### src/rtl/kbd_pkg.sv
// Shared keyboard-path definitions: PS/2 scancode constants and the
// sequencer state encoding. Also used by the PS/2 receiver and keymap blocks.
package kbd_pkg;

  localparam logic [7:0] SC_BREAK = 8'hF0;
  localparam logic [7:0] SC_EXT   = 8'hE0;
  localparam logic [7:0] SC_ESC   = 8'h76;
  localparam logic [7:0] SC_BKSP  = 8'h66;

  typedef enum logic [1:0] {
    ST_IDLE  = 2'd0,
    ST_BREAK = 2'd1,
    ST_EXT   = 2'd2,
    ST_CLEAR = 2'd3
  } kbdState_t;

endpackage

### src/rtl/kbd_regfile_ctrl_if.sv
// Scancode handshake plus register-file write port of the keyboard sequencer.
//   code_in/code_valid/code_ready : byte stream from the PS/2 receiver
//   writeData/writeEnable/writeAddress : register file write port
// master = scancode source / register file side, slave = kbd_regfile_ctrl.
interface kbd_regfile_ctrl_if #(
  parameter int DATA_W = 8,
  parameter int ADDR_W = 4
);
  logic [DATA_W-1:0] code_in;
  logic              code_valid;
  logic              code_ready;
  logic [DATA_W-1:0] writeData;
  logic              writeEnable;
  logic [ADDR_W-1:0] writeAddress;

  modport master (
    output code_in, code_valid,
    input  code_ready, writeData, writeEnable, writeAddress
  );

  modport slave (
    input  code_in, code_valid,
    output code_ready, writeData, writeEnable, writeAddress
  );
endinterface

### src/rtl/kbd_regfile_ctrl.sv
// Keyboard-entry sequencer for the VGA text character register file.
// Filters break (F0) and extended (E0) sequences, appends make codes at the
// cursor, handles Backspace, and sweeps all slots to 00 on Escape.
// Ports:
//   clk      : system clock
//   rst      : asynchronous active-low reset
//   bus      : scancode handshake in, register file write port out (slave)
//   cursor   : next free slot, 0..DEPTH
//   full     : cursor == DEPTH
//   busy     : clear sweep in progress
//   overflow : one-cycle pulse when a printable byte is dropped because full
module kbd_regfile_ctrl
  import kbd_pkg::*;
#(
  parameter int DEPTH  = 6,
  parameter int DATA_W = 8,
  parameter int ADDR_W = 4
) (
  input  logic               clk,
  input  logic               rst,
  kbd_regfile_ctrl_if.slave  bus,
  output logic [ADDR_W-1:0]  cursor,
  output logic               full,
  output logic               busy,
  output logic               overflow
);

  localparam logic [ADDR_W-1:0] LAST_SLOT = ADDR_W'(DEPTH - 1);
  localparam logic [ADDR_W-1:0] SLOTS     = ADDR_W'(DEPTH);

  kbdState_t         state;
  logic [ADDR_W-1:0] clrIdx;
  logic              accept;

  assign bus.code_ready = (state != ST_CLEAR);
  assign accept         = bus.code_valid && bus.code_ready;
  assign full           = (cursor == SLOTS);

  always_ff @(posedge clk or negedge rst) begin
    if (!rst) begin
      state            <= ST_IDLE;
      cursor           <= '0;
      clrIdx           <= '0;
      busy             <= 1'b0;
      overflow         <= 1'b0;
      bus.writeEnable  <= 1'b0;
      bus.writeAddress <= '0;
      bus.writeData    <= '0;
    end else begin
      bus.writeEnable <= 1'b0;
      overflow        <= 1'b0;
      case (state)
        ST_IDLE: begin
          if (accept) begin
            if (bus.code_in == DATA_W'(SC_BREAK)) begin
              state <= ST_BREAK;
            end else if (bus.code_in == DATA_W'(SC_EXT)) begin
              state <= ST_EXT;
            end else if (bus.code_in == DATA_W'(SC_ESC)) begin
              state  <= ST_CLEAR;
              clrIdx <= '0;
              busy   <= 1'b1;
            end else if (bus.code_in == DATA_W'(SC_BKSP)) begin
              if (cursor != '0) begin
                bus.writeEnable  <= 1'b1;
                bus.writeAddress <= cursor - 1'b1;
                bus.writeData    <= '0;
                cursor           <= cursor - 1'b1;
              end
            end else if (cursor < SLOTS) begin
              bus.writeEnable  <= 1'b1;
              bus.writeAddress <= cursor;
              bus.writeData    <= bus.code_in;
              cursor           <= cursor + 1'b1;
            end else begin
              overflow <= 1'b1;
            end
          end
        end
        ST_BREAK: begin
          if (accept) state <= ST_IDLE;
        end
        ST_EXT: begin
          // E0 F0 xx is an extended release: route through BREAK to drop xx.
          if (accept) begin
            state <= (bus.code_in == DATA_W'(SC_BREAK)) ? ST_BREAK : ST_IDLE;
          end
        end
        ST_CLEAR: begin
          bus.writeEnable  <= 1'b1;
          bus.writeAddress <= clrIdx;
          bus.writeData    <= '0;
          if (clrIdx == LAST_SLOT) begin
            clrIdx <= '0;
            cursor <= '0;
            busy   <= 1'b0;
            state  <= ST_IDLE;
          end else begin
            clrIdx <= clrIdx + 1'b1;
          end
        end
        default: state <= ST_IDLE;
      endcase
    end
  end

endmodule

### src/flat_wrapper.sv
// flat-port wrapper written by rule: the top's interface ports become plain ports
module kbd_regfile_ctrl_flat import kbd_pkg::*;
#(
  parameter int DEPTH  = 6,
  parameter int DATA_W = 8,
  parameter int ADDR_W = 4
)
  (clk, rst, cursor, full, busy, overflow, bus_code_in, bus_code_valid, bus_code_ready, bus_writeData, bus_writeEnable, bus_writeAddress);
  kbd_regfile_ctrl_if #(.DATA_W(DATA_W), .ADDR_W(ADDR_W)) bus_i ();
  input  logic clk;
  input  logic rst;
  output logic [ADDR_W-1:0] cursor;
  output logic full;
  output logic busy;
  output logic overflow;
  input wire logic [$bits(bus_i.code_in)-1:0] bus_code_in;
  input wire logic [$bits(bus_i.code_valid)-1:0] bus_code_valid;
  output wire logic [$bits(bus_i.code_ready)-1:0] bus_code_ready;
  output wire logic [$bits(bus_i.writeData)-1:0] bus_writeData;
  output wire logic [$bits(bus_i.writeEnable)-1:0] bus_writeEnable;
  output wire logic [$bits(bus_i.writeAddress)-1:0] bus_writeAddress;
  assign bus_i.code_in = bus_code_in;
  assign bus_i.code_valid = bus_code_valid;
  assign bus_code_ready = bus_i.code_ready;
  assign bus_writeData = bus_i.writeData;
  assign bus_writeEnable = bus_i.writeEnable;
  assign bus_writeAddress = bus_i.writeAddress;
  kbd_regfile_ctrl #(.DEPTH(DEPTH), .DATA_W(DATA_W), .ADDR_W(ADDR_W)) u_core (.clk(clk), .rst(rst), .bus(bus_i), .cursor(cursor), .full(full), .busy(busy), .overflow(overflow));
endmodule
### config.mk
export PLATFORM = sky130hd
export DESIGN_NAME = kbd_regfile_ctrl_flat
export DESIGN_NICKNAME = d
export VERILOG_FILES = /design/src/rtl/kbd_pkg.sv /design/src/rtl/kbd_regfile_ctrl_if.sv /design/src/rtl/kbd_regfile_ctrl.sv /design/src/flat_wrapper.sv
export SDC_FILE = /design/constraint.sdc
export NUM_CORES = 1
export LEC_CHECK = 0
export ABC_AREA = 1
export ABC_CLOCK_PERIOD_IN_PS = 1700
export CAP_MARGIN = 40
export CORE_MARGIN = 2
export CORE_UTILIZATION = 47
export CTS_CLUSTER_DIAMETER = 30
export DETAILED_ROUTE_END_ITERATION = 10
export GPL_ROUTABILITY_DRIVEN = 1
export HOLD_SLACK_MARGIN = 0.08
export PLACE_DENSITY = 0.75
export SETUP_SLACK_MARGIN = 0.5
export SLEW_MARGIN = 5
export SYNTH_ARGS = -nofsm -noshare
export SYNTH_HDL_FRONTEND = slang
export SYNTH_SLANG_ARGS = --single-unit
### constraint.sdc
create_clock -name clk -period 1.7 [get_ports clk]
set_input_delay 0.34 -clock clk [delete_from_list [all_inputs] [get_ports clk]]
set_output_delay 0.34 -clock clk [all_outputs]
set_load 0.01 [all_outputs]
==> impl_metrics.toml <==
[run_status]
status = "finished clean"

[power_and_ir_drop]
switchingPower_mw = 2.590
internal_power_mw = 2.932
peakVddDrop_mv = 1.476
clkPwrFrac = 0.070
power_mw = 5.522
seq_power_share = 0.184
power.leakage_nw = 1.543
switching_share = 0.4690
power_density_mw_per_mm2 = 1865
combinationalPowerShare = 0.745

[global_routing]
grt.overflow.total = 0
grt_pass1_wl_mm = 9.328
antenna_found_initial = 0
grt_max_degree = 26
grt_pass1_vias = 2050
grt_usage = 0.2826

[placed_design]
io_buffers = 31
dpl.hpwl_mm = 3.515
placed_cell_area_mm2 = 0.002399
place_congestion = 0.9227
place_inst = 360

[floorplan]
die_y_um = 65.90
die_area_mm2 = 0.004342
fp-row-count = 22
core_area_mm2 = 0.003661
initial_utilization = 0.4918
io_pins = 32
die_width_um = 65.90

[sta]
post-route-min-period_ns = 1.636
worst_pin_slew_ns = 0.3282
finClkSkew_ns = 0.007386
max_freq_mhz = 611.3
maxSlewHeadroom = 0.7812
rsz0062_at_grt = "true"
slew_viol_final = 0
setup-tns-final_ns = 0
hold_violations = 0
whs_ns = 0.4143
timing.final.crit_share = 0.9623
finalSetupViolCount = 0

[clock_tree]
path_clk_slew_ns = 0.10
clock_path_buffers = 2
cts_made_buffers = 3
cts_tree = "done"
cts.sinks = 25
htree_num_levels = 1
ctsHoldBuffers = 0
clock_latency_ns = 0.29
cts_root_buffer = "clkbuf_8"

[min_path]
worst_hold_path_type = "input pin to asynchronous set/reset pin"

[cells_and_area]
drive_gt1_frac = 0.5014
area_growth_syn_to_layout_pct = 64.42
fin_cells = 403
final_common_cell = "nand2_1"
final_cell_mix = "nand2_1 (74), buf_4 (52), nand3_1 (24), buf_6 (22)"
fillers = 225
n_antenna_cell = 0
final_area_mm2 = 0.002960
nets = 377

[synthesis]
synth_area_mm2 = 0.001800
syn_area_per_cell_um2 = 7.033
synth_warnings = 0
ys_types = 24
ys_seq_elements = 25
yosysSeqAreaShare = 0.3475
synth_nets = 277
synthCells = 256

[route]
remaining_drc_errors = 0
dr_wl_met3_um = 313
vias_per_cell = 5.179
wl_per_cell_um = 14.25
dr.pass1.iters = 5
drtIter0Drc = 167
wl_met1_mm = 2.396
drtAntennaViolNets = 0
dr_total_vias = 2087
wl_met2_mm = 2.908
highest_layer = "met4"
routed_wl_mm = 5.741

[job]
cap_violations = 0

[worst_setup_path]
cp-end-kind = "flop"
path_class = "flop to flop"
path_max_fanout = 8
cp.arrival_ns = 1.86
cp-start-kind = "flop"
required_ns = 1.93
critical path, cell delays in order, from the launching register on:
cell,delay [ns]
dfrtp_1,0.39
buf_6,0.12
inv_4,0.04
ha_4,0.19
inv_6,0.09
a21oi_4,0.03
nand2_2,0.07
nand2_2,0.06
nor2_4,0.24
buf_12,0.18
nand3_2,0.09
nand2_1,0.07
flip-flops by register name (all words and copies together), names as in the netlist:
register,cells
u_core.clrIdx,4
u_core.bus.writeData,8
u_core.bus.writeEnable,1
u_core.state,2
u_core.cursor,4
u_core.overflow,1
u_core.bus.writeAddress,4
u_core.busy,1
routing by layer:
metal  track usage  vias up
met3       0.04259       15
met1        0.3562      982
met5             0        -
li1              -     1009
met4       0.09635        0
met2        0.4899       81
logic make-up (layout without fill, tap and decap cells):
logic type      after synthesis  after routing  synth area share
buf+inv                      30            128           0.07992
xor+xnor                      2              2          0.009731
flops                        25             25            0.3475
simple gates                177            178            0.4586
fa+ha+maj                    10             10           0.06949
compound gates               12             12           0.03475
final timing paths:
check	endpoint	depth (start not counted)	slack [ns]	start
setup / recovery	u_core.bus.writeData[0]	11	0.06	u_core.state[1]
hold / removal	u_core.cursor[0]	2	0.41	rst
setup reg to reg	u_core.bus.writeData[0]	11	0.06	u_core.state[1]
hold reg to reg	u_core.busy	2	0.48	u_core.busy
max in group asynchronous	u_core.clrIdx[0]	2	1.01	rst
min in group clk	u_core.busy	2	0.48	u_core.busy
layout make-up:
| type | count | area, µm² | area share |
|---|---|---|---|
| Timing Repair Buffer | 101 | 828.3 | 0.2798 |
| Sequential cell | 25 | 631.9 | 0.2134 |
| Tap cell | 48 | 60.06 | 0.02029 |
| Inverter | 23 | 101.3 | 0.03423 |
| Clock buffer | 3 | 41.29 | 0.01395 |
| Clock inverter | 1 | 7.507 | 0.002536 |
| Multi-Input combinational cell | 202 | 1290 | 0.4358 |
cell usage after synthesis, drive strengths merged:
cell	instances	area share
and2	1	0.0035
nand2	98	0.23
a211oi	1	0.0042
nor3	1	0.0028
nand3	38	0.11
dfrtp	25	0.35
or2	2	0.0069
nor2	33	0.099
clkbuf	2	0.0042
nand4	4	0.014
xor2	1	0.0049
ha	10	0.069
o21ai	8	0.022
a21oi	3	0.0083
xnor2	1	0.0049
buf	5	0.028
inv	23	0.048
per-stage QoR:
step	utilization	setup WS (ns)
2_1_floorplan	-	0.2242
3_3_place_gp	0.6552	-0.2071
3_5_place_dp	0.6552	-0.2580
4_1_cts	0.7679	0.1378
5_1_grt	0.8086	-0.005903
6_report	0.8086	0.06404
power groups by stage:
stage,sequential [mW],clock [mW],combinational (mW)
floorplan,1.13,0,1.75
global placement,1.06,0,2.77
detailed placement,1.07,0,2.82
CTS,0.999,0.387,3.61
global route,1.04,0.411,4.47
finish,1.02,0.389,4.12
repair_timing:
action,CTS,global route
buffers inserted,33,5
pin swaps,34,28
gates resized for setup,145,29
gates cloned,1,0
endpoints found under the setup margin,46,32
hold endpoints to repair,0,0
(Power assumes the default switching activity.)
